<file path="src/rtl/mem_wb_stage_pkg.sv">
// Shared definitions for the MEM/WB stage: bus widths, load-type codes,
// reset/stall encodings and a small load-type classifier.
package mem_wb_stage_pkg;

    localparam int RegBus     = 32;
    localparam int RegAddrBus = 5;

    localparam logic [RegBus-1:0] ZeroWord = '0;

    localparam logic RstEnable = 1'b0;
    localparam logic Stop      = 1'b1;
    localparam logic NoStop    = 1'b0;

    // Codes 6-7 are reserved and fall through to "no load".
    typedef enum logic [2:0] {
        LD_NONE = 3'd0,
        LD_LB   = 3'd1,
        LD_LBU  = 3'd2,
        LD_LH   = 3'd3,
        LD_LHU  = 3'd4,
        LD_LW   = 3'd5
    } ld_type_e;

    // True when the load-type field selects RAM data rather than the ALU result.
    function automatic logic is_load(input logic [2:0] t);
        case (t)
            LD_LB, LD_LBU, LD_LH, LD_LHU, LD_LW: return 1'b1;
            default:                            return 1'b0;
        endcase
    endfunction

endpackage

</file>
<file path="src/rtl/mem_wb_stage_load_align.sv">
// Big-endian load extraction and alignment check. Purely combinational so
// it can be shared by a future unaligned-load unit.
module mem_wb_stage_load_align
    import mem_wb_stage_pkg::*;
#(
    parameter int DATA_W = RegBus
) (
    input  logic [2:0]        ld_type,
    input  logic [1:0]        addr_lo,
    input  logic [DATA_W-1:0] rdata,
    output logic [DATA_W-1:0] data,
    output logic              misalign
);

    logic [7:0]  byte_sel;
    logic [15:0] half_sel;

    // Select the addressed byte/halfword; byte offset 0 is the MSB lane.
    always_comb begin
        byte_sel = rdata[DATA_W-1 -: 8];
        case (addr_lo)
            2'd0:    byte_sel = rdata[DATA_W-1  -: 8];
            2'd1:    byte_sel = rdata[DATA_W-9  -: 8];
            2'd2:    byte_sel = rdata[DATA_W-17 -: 8];
            default: byte_sel = rdata[DATA_W-25 -: 8];
        endcase
        half_sel = addr_lo[1] ? rdata[DATA_W-17 -: 16] : rdata[DATA_W-1 -: 16];
    end

    // Extend the selected lane and flag halfword/word accesses off their boundary.
    always_comb begin
        data     = '0;
        misalign = 1'b0;
        case (ld_type)
            LD_LB:  data = {{(DATA_W-8){byte_sel[7]}}, byte_sel};
            LD_LBU: data = {{(DATA_W-8){1'b0}}, byte_sel};
            LD_LH: begin
                data     = {{(DATA_W-16){half_sel[15]}}, half_sel};
                misalign = addr_lo[0];
            end
            LD_LHU: begin
                data     = {{(DATA_W-16){1'b0}}, half_sel};
                misalign = addr_lo[0];
            end
            LD_LW: begin
                data     = rdata;
                misalign = (addr_lo != 2'd0);
            end
            default: begin
                data     = '0;
                misalign = 1'b0;
            end
        endcase
    end

endmodule

</file>
<file path="src/rtl/mem_wb_stage.sv">
// MEM/WB pipeline register with writeback formatting and a retired-instruction
// counter. Define MEM_WB_HILO_EN to carry HI/LO write results through the stage.
module mem_wb_stage
    import mem_wb_stage_pkg::*;
#(
    parameter int DATA_W = RegBus,
    parameter int REG_AW = RegAddrBus,
    parameter int CNT_W  = 32
) (
    input  logic              clk,
    input  logic              rst,
    input  logic [5:0]        stall,
    input  logic              flush,
    input  logic              mem_valid,
    input  logic              mem_wreg,
    input  logic [REG_AW-1:0] mem_waddr,
    input  logic [DATA_W-1:0] mem_wdata,
    input  logic [2:0]        mem_ld_type,
    input  logic [1:0]        mem_addr_lo,
    input  logic [DATA_W-1:0] ram_rdata,
`ifdef MEM_WB_HILO_EN
    input  logic              mem_whilo,
    input  logic [DATA_W-1:0] mem_hi,
    input  logic [DATA_W-1:0] mem_lo,
    output logic              wb_whilo,
    output logic [DATA_W-1:0] wb_hi,
    output logic [DATA_W-1:0] wb_lo,
`endif
    output logic              wb_we,
    output logic [REG_AW-1:0] wb_waddr,
    output logic [DATA_W-1:0] wb_wdata,
    output logic              wb_valid,
    output logic              wb_misalign,
    output logic [CNT_W-1:0]  retired_cnt
);

    logic              valid_q;
    logic              wreg_q;
    logic [REG_AW-1:0] waddr_q;
    logic [DATA_W-1:0] wdata_q;
    logic [2:0]        ld_q;
    logic [1:0]        addr_q;

    logic              do_clear;
    logic              do_capture;
    logic [DATA_W-1:0] ld_data;
    logic              ld_misalign;
    logic              unused_stall;

    // Only the MEM and WB stall bits matter here.
    assign unused_stall = ^stall[3:0];

    // Flush, or MEM stalled while WB advances, pushes a bubble into WB.
    assign do_clear   = flush | (stall[4] == Stop && stall[5] == NoStop);
    assign do_capture = (stall[4] == NoStop);

    // Pipeline register: reset/bubble clears, MEM advance captures, else hold.
    always_ff @(posedge clk) begin
        if (rst == RstEnable || do_clear) begin
            valid_q <= 1'b0;
            wreg_q  <= 1'b0;
            waddr_q <= '0;
            wdata_q <= ZeroWord[DATA_W-1:0];
            ld_q    <= LD_NONE;
            addr_q  <= 2'd0;
        end else if (do_capture) begin
            valid_q <= mem_valid;
            wreg_q  <= mem_wreg;
            waddr_q <= mem_waddr;
            wdata_q <= mem_wdata;
            ld_q    <= mem_ld_type;
            addr_q  <= mem_addr_lo;
        end
    end

`ifdef MEM_WB_HILO_EN
    logic              whilo_q;
    logic [DATA_W-1:0] hi_q;
    logic [DATA_W-1:0] lo_q;

    // HI/LO results follow exactly the same advance/bubble/hold rules.
    always_ff @(posedge clk) begin
        if (rst == RstEnable || do_clear) begin
            whilo_q <= 1'b0;
            hi_q    <= '0;
            lo_q    <= '0;
        end else if (do_capture) begin
            whilo_q <= mem_whilo;
            hi_q    <= mem_hi;
            lo_q    <= mem_lo;
        end
    end

    assign wb_whilo = valid_q & whilo_q;
    assign wb_hi    = hi_q;
    assign wb_lo    = lo_q;
`endif

    // Count each WB instruction once, on the edge it leaves the stage.
    // A flush only kills the incoming MEM result, so it does not block this.
    always_ff @(posedge clk) begin
        if (rst == RstEnable) begin
            retired_cnt <= '0;
        end else if (valid_q && stall[5] == NoStop) begin
            retired_cnt <= retired_cnt + CNT_W'(1);
        end
    end

    mem_wb_stage_load_align #(.DATA_W(DATA_W)) u_load_align (
        .ld_type  (ld_q),
        .addr_lo  (addr_q),
        .rdata    (ram_rdata),
        .data     (ld_data),
        .misalign (ld_misalign)
    );

    assign wb_valid    = valid_q;
    assign wb_misalign = valid_q & ld_misalign;
    assign wb_waddr    = waddr_q;
    assign wb_wdata    = is_load(ld_q) ? ld_data : wdata_q;
    assign wb_we       = valid_q & wreg_q & ~wb_misalign;

endmodule

</file>
<file path="config.mk">
export PLATFORM = sky130hd
export DESIGN_NAME = mem_wb_stage
export DESIGN_NICKNAME = d
export VERILOG_FILES = /design/src/rtl/mem_wb_stage_pkg.sv /design/src/rtl/mem_wb_stage_load_align.sv /design/src/rtl/mem_wb_stage.sv
export SDC_FILE = /design/constraint.sdc
export NUM_CORES = 1
export LEC_CHECK = 0
export CORE_AREA = 2 2 99 101
export DETAILED_ROUTE_END_ITERATION = 8
export DIE_AREA = 0 0 101 103
export GPL_TIMING_DRIVEN = 1
export MAX_ROUTING_LAYER = met4
export PLACE_DENSITY_LB_ADDON = 0.05
export SLEW_MARGIN = 20
export SYNTH_ARGS = -nofsm -noshare
export SYNTH_HDL_FRONTEND = slang
export SYNTH_SLANG_ARGS = --single-unit
export TNS_END_PERCENT = 50
</file>
<file path="constraint.sdc">
create_clock -name clk -period 2.7 [get_ports clk]
set_clock_uncertainty 0.1 [all_clocks]
set_input_delay 0.54 -clock clk [delete_from_list [all_inputs] [get_ports clk]]
set_output_delay 0.54 -clock clk [all_outputs]
set_load 0.1 [all_outputs]
</file>
==> results.cfg <==
[synth]
post_synth.cell_area_avg_um2 = 8.29
synth_area_leaders = dfxtp_1 (38%), mux2i_1 (14%), nor2_1 (8.0%), a21oi_1 (5.6%), nand2_1 (2.9%)
synth_ff_type = dfxtp_1
ys_types = 51
synthArstFlopShare_pct = 0
synthTopCellsByCount = nor2_1 (86), dfxtp_1 (76), mux2i_1 (58), a21oi_1 (45), nand2_1 (31)
yosysWarnings = 0
ys_seq_elements = 76
yosysSeqAreaShare_pct = 37.9
netlist_area_um2 = 4020
syn_nets = 571
yosysTopAreaCellShare_pct = 37.9
synth-edff-count = 0
synth_top_cell_by_area = dfxtp_1
synth_most_common_cell = nor2_1
synth_cells = 485

[layout]
fillers = 730
nNetsFinal = 734
area_growth_syn_to_layout_pct = 64.8
postLayoutCellArea_um2 = 6620
diodes = 0
drive_gt1_share_pct = 25.3

[die]
fp.coreArea_um2 = 9460
std_cell_rows = 36
die_h_um = 103
num_io_pins = 157
dieWidth_um = 101
initial_core_util_pct = 42.5
die_area_um2 = 10400

[drt]
drt_iter0_drc = 153
met3_length_um = 925
wl_met2_mm = 6.64
vias_per_cell = 5.57
vias = 4276
wl_met1_mm = 5.18
highest_layer = met4
drc = 0
drtAntennaViolNets = 0
firstDrtPassIters = 4
routed_wl_mm = 13.0
wl_per_cell_um = 17.0

[critical_path]
rr_worst_depth = 4
startpoint = addr_q[1]
cp.required_ps = 2060
path_class = register to primary output
end_kind = primary output
r2r_setup_slack_ps = 420
r2r-start = retired_cnt[8]
reg2reg_to = retired_cnt[23]
start_kind = register
cp_max_fo = 6
crit_end = wb_wdata[25]
arrival_ps = 2170

[sta]
hold_viol = 0
setup_slack_ps = -109
fin_crit_ps = 2810
max_freq_mhz = 356
finalSetupViolCount = 24
period_share_pct = 104
worst_slew_pin_slew_ps = 721
slew_viol_final = 0
rsz0062_at_grt = true
slew_headroom_pct = 51.9

[place]
post-dp-hpwl_mm = 9.47
io_buffers = 152
place_area_um2 = 6270
gp_congestion = 0.872

[cts]
clkTransAtPathRegs_ps = 80
clockBufferDepth = 2
cts_tree = yes
clkLatencyLatePin_ps = 360
cts_max_level = 3
cts_buffers = 9
clock_sinks = 76
root_buffer = clkbuf_8

[grt]
track_usage_pct = 26.3
grt_overflow_total = 0
grt_pass1_vias = 4157
grt_pass1_wl_mm = 20.7
antenna_found_initial = 0
grt_max_degree = 45

[power]
power.leakage_nw = 2.46
peakVddDrop_mv = 0.278
p_per_area_nw_per_um2 = 462
finalPower_mw = 3.06

[status]
status = finished with violations
violations = setup timing

[worst_hold_path]
hp-class = register to register

[run]
cap_violations = 0
==> metrics by stage <==
| stage | utilization, % | hold slack [ps] | TNS, ps | cells | setup slack (ps) |
|---|---|---|---|---|---|
| after floorplan | - | 363 | -3720 | 485 | -530 |
| after global placement | 66.3 | 370 | -6800 | 750 | -332 |
| after detailed placement | 66.3 | 386 | -7080 | 750 | -352 |
| after CTS | 70.0 | 398 | -2770 | 769 | -158 |
| after global routing | 70.0 | 429 | -3180 | 767 | -164 |
| final | 70.0 | 394 | -1690 | 767 | -109 |
==> cells in the final DEF (no fill, tap or decap), drive strengths merged, types with 9 or more instances in the layout <==
| master | count |
|---|---|
| a21oi | 45 |
| buf | 104 |
| clkbuf | 12 |
| clkdlybuf4s50 | 75 |
| dfxtp | 76 |
| inv | 18 |
| mux2i | 58 |
| nand2 | 31 |
| nand3 | 11 |
| nand4 | 9 |
| nor2 | 86 |
| o22ai | 9 |
| o31ai | 13 |
| or4 | 11 |
==> final cells by class <==
cell class	count	area, um2	share of cell area (%)
sequential	76	1540	23.2
timing repair buffer	183	2070	31.2
multi-input combinational	362	2610	39.4
tap	114	143	2.15
clock inverter	4	55.1	0.831
clock buffer	12	155	2.34
inverter	16	60.1	0.907
==> per-layer routing <==
layer	global-route usage, %	up-vias
li1	-	2077
met1	29.5	2026
met2	45.6	149
met3	6.58	24
met4	9.77	0
met5	-	-
==> sequential cells by signal, indices dropped and copies added (netlist names) <==
| register | flops |
|---|---|
| addr_q | 2 |
| ld_q | 3 |
| retired_cnt | 32 |
| wb_valid | 1 |
| wb_waddr | 5 |
| wdata_q | 32 |
| wreg_q | 1 |
==> report_power, final <==
group	internal, mW	switching [mW]	leakage, nW	total [mW]
Clock	0.485	0.463	0.104	0.948
Combinational	0.393	0.567	1.74	0.960
Sequential	1.14	0.0159	0.618	1.15
Total	2.01	1.05	2.46	3.06
==> worst min path at each step <==
stage | from | endpoint | slack, ps | cells after the start
2_1_floorplan | wreg_q | wreg_q | 360 | 2
3_3_place_gp | retired_cnt[24] | retired_cnt[24] | 370 | 2
3_5_place_dp | retired_cnt[24] | retired_cnt[24] | 390 | 2
4_1_cts | retired_cnt[24] | retired_cnt[24] | 400 | 2
5_1_grt | retired_cnt[24] | retired_cnt[24] | 430 | 2
6_report | retired_cnt[24] | retired_cnt[24] | 390 | 2
==> kinds of logic (layout without fill, tap and decap cells) <==
kind of cell	after synthesis	count (layout)	share of synthesized area (%)
and+or+nand+nor	188	188	22.9
xor gates and xnor gates	13	13	2.83
muxes	59	59	15.0
DFF	76	76	37.9
adders and majority gates	2	2	0.560
AOI/OAI and AO/OA	100	100	16.0
buffers and inverters	47	215	4.83
==> what timing repair did <==
item,in CTS,in global routing
endpoints found under the setup margin,32,32
pin swaps,6,12
resized for setup,27,13
buffers inserted,2,0
gates cloned,1,0
hold buffers,0,0
hold endpoints to repair,0,0
==> worst max-delay path, cell delays in order, from the launching register on <==
cell and delay [ps]:
dfxtp_4 360, mux4_2 530, o21a_4 240, o21ai_4 240, buf_8 190, a21oi_2 80
buf_12 170
No activity file was read; power rests on OpenSTA's default activity.
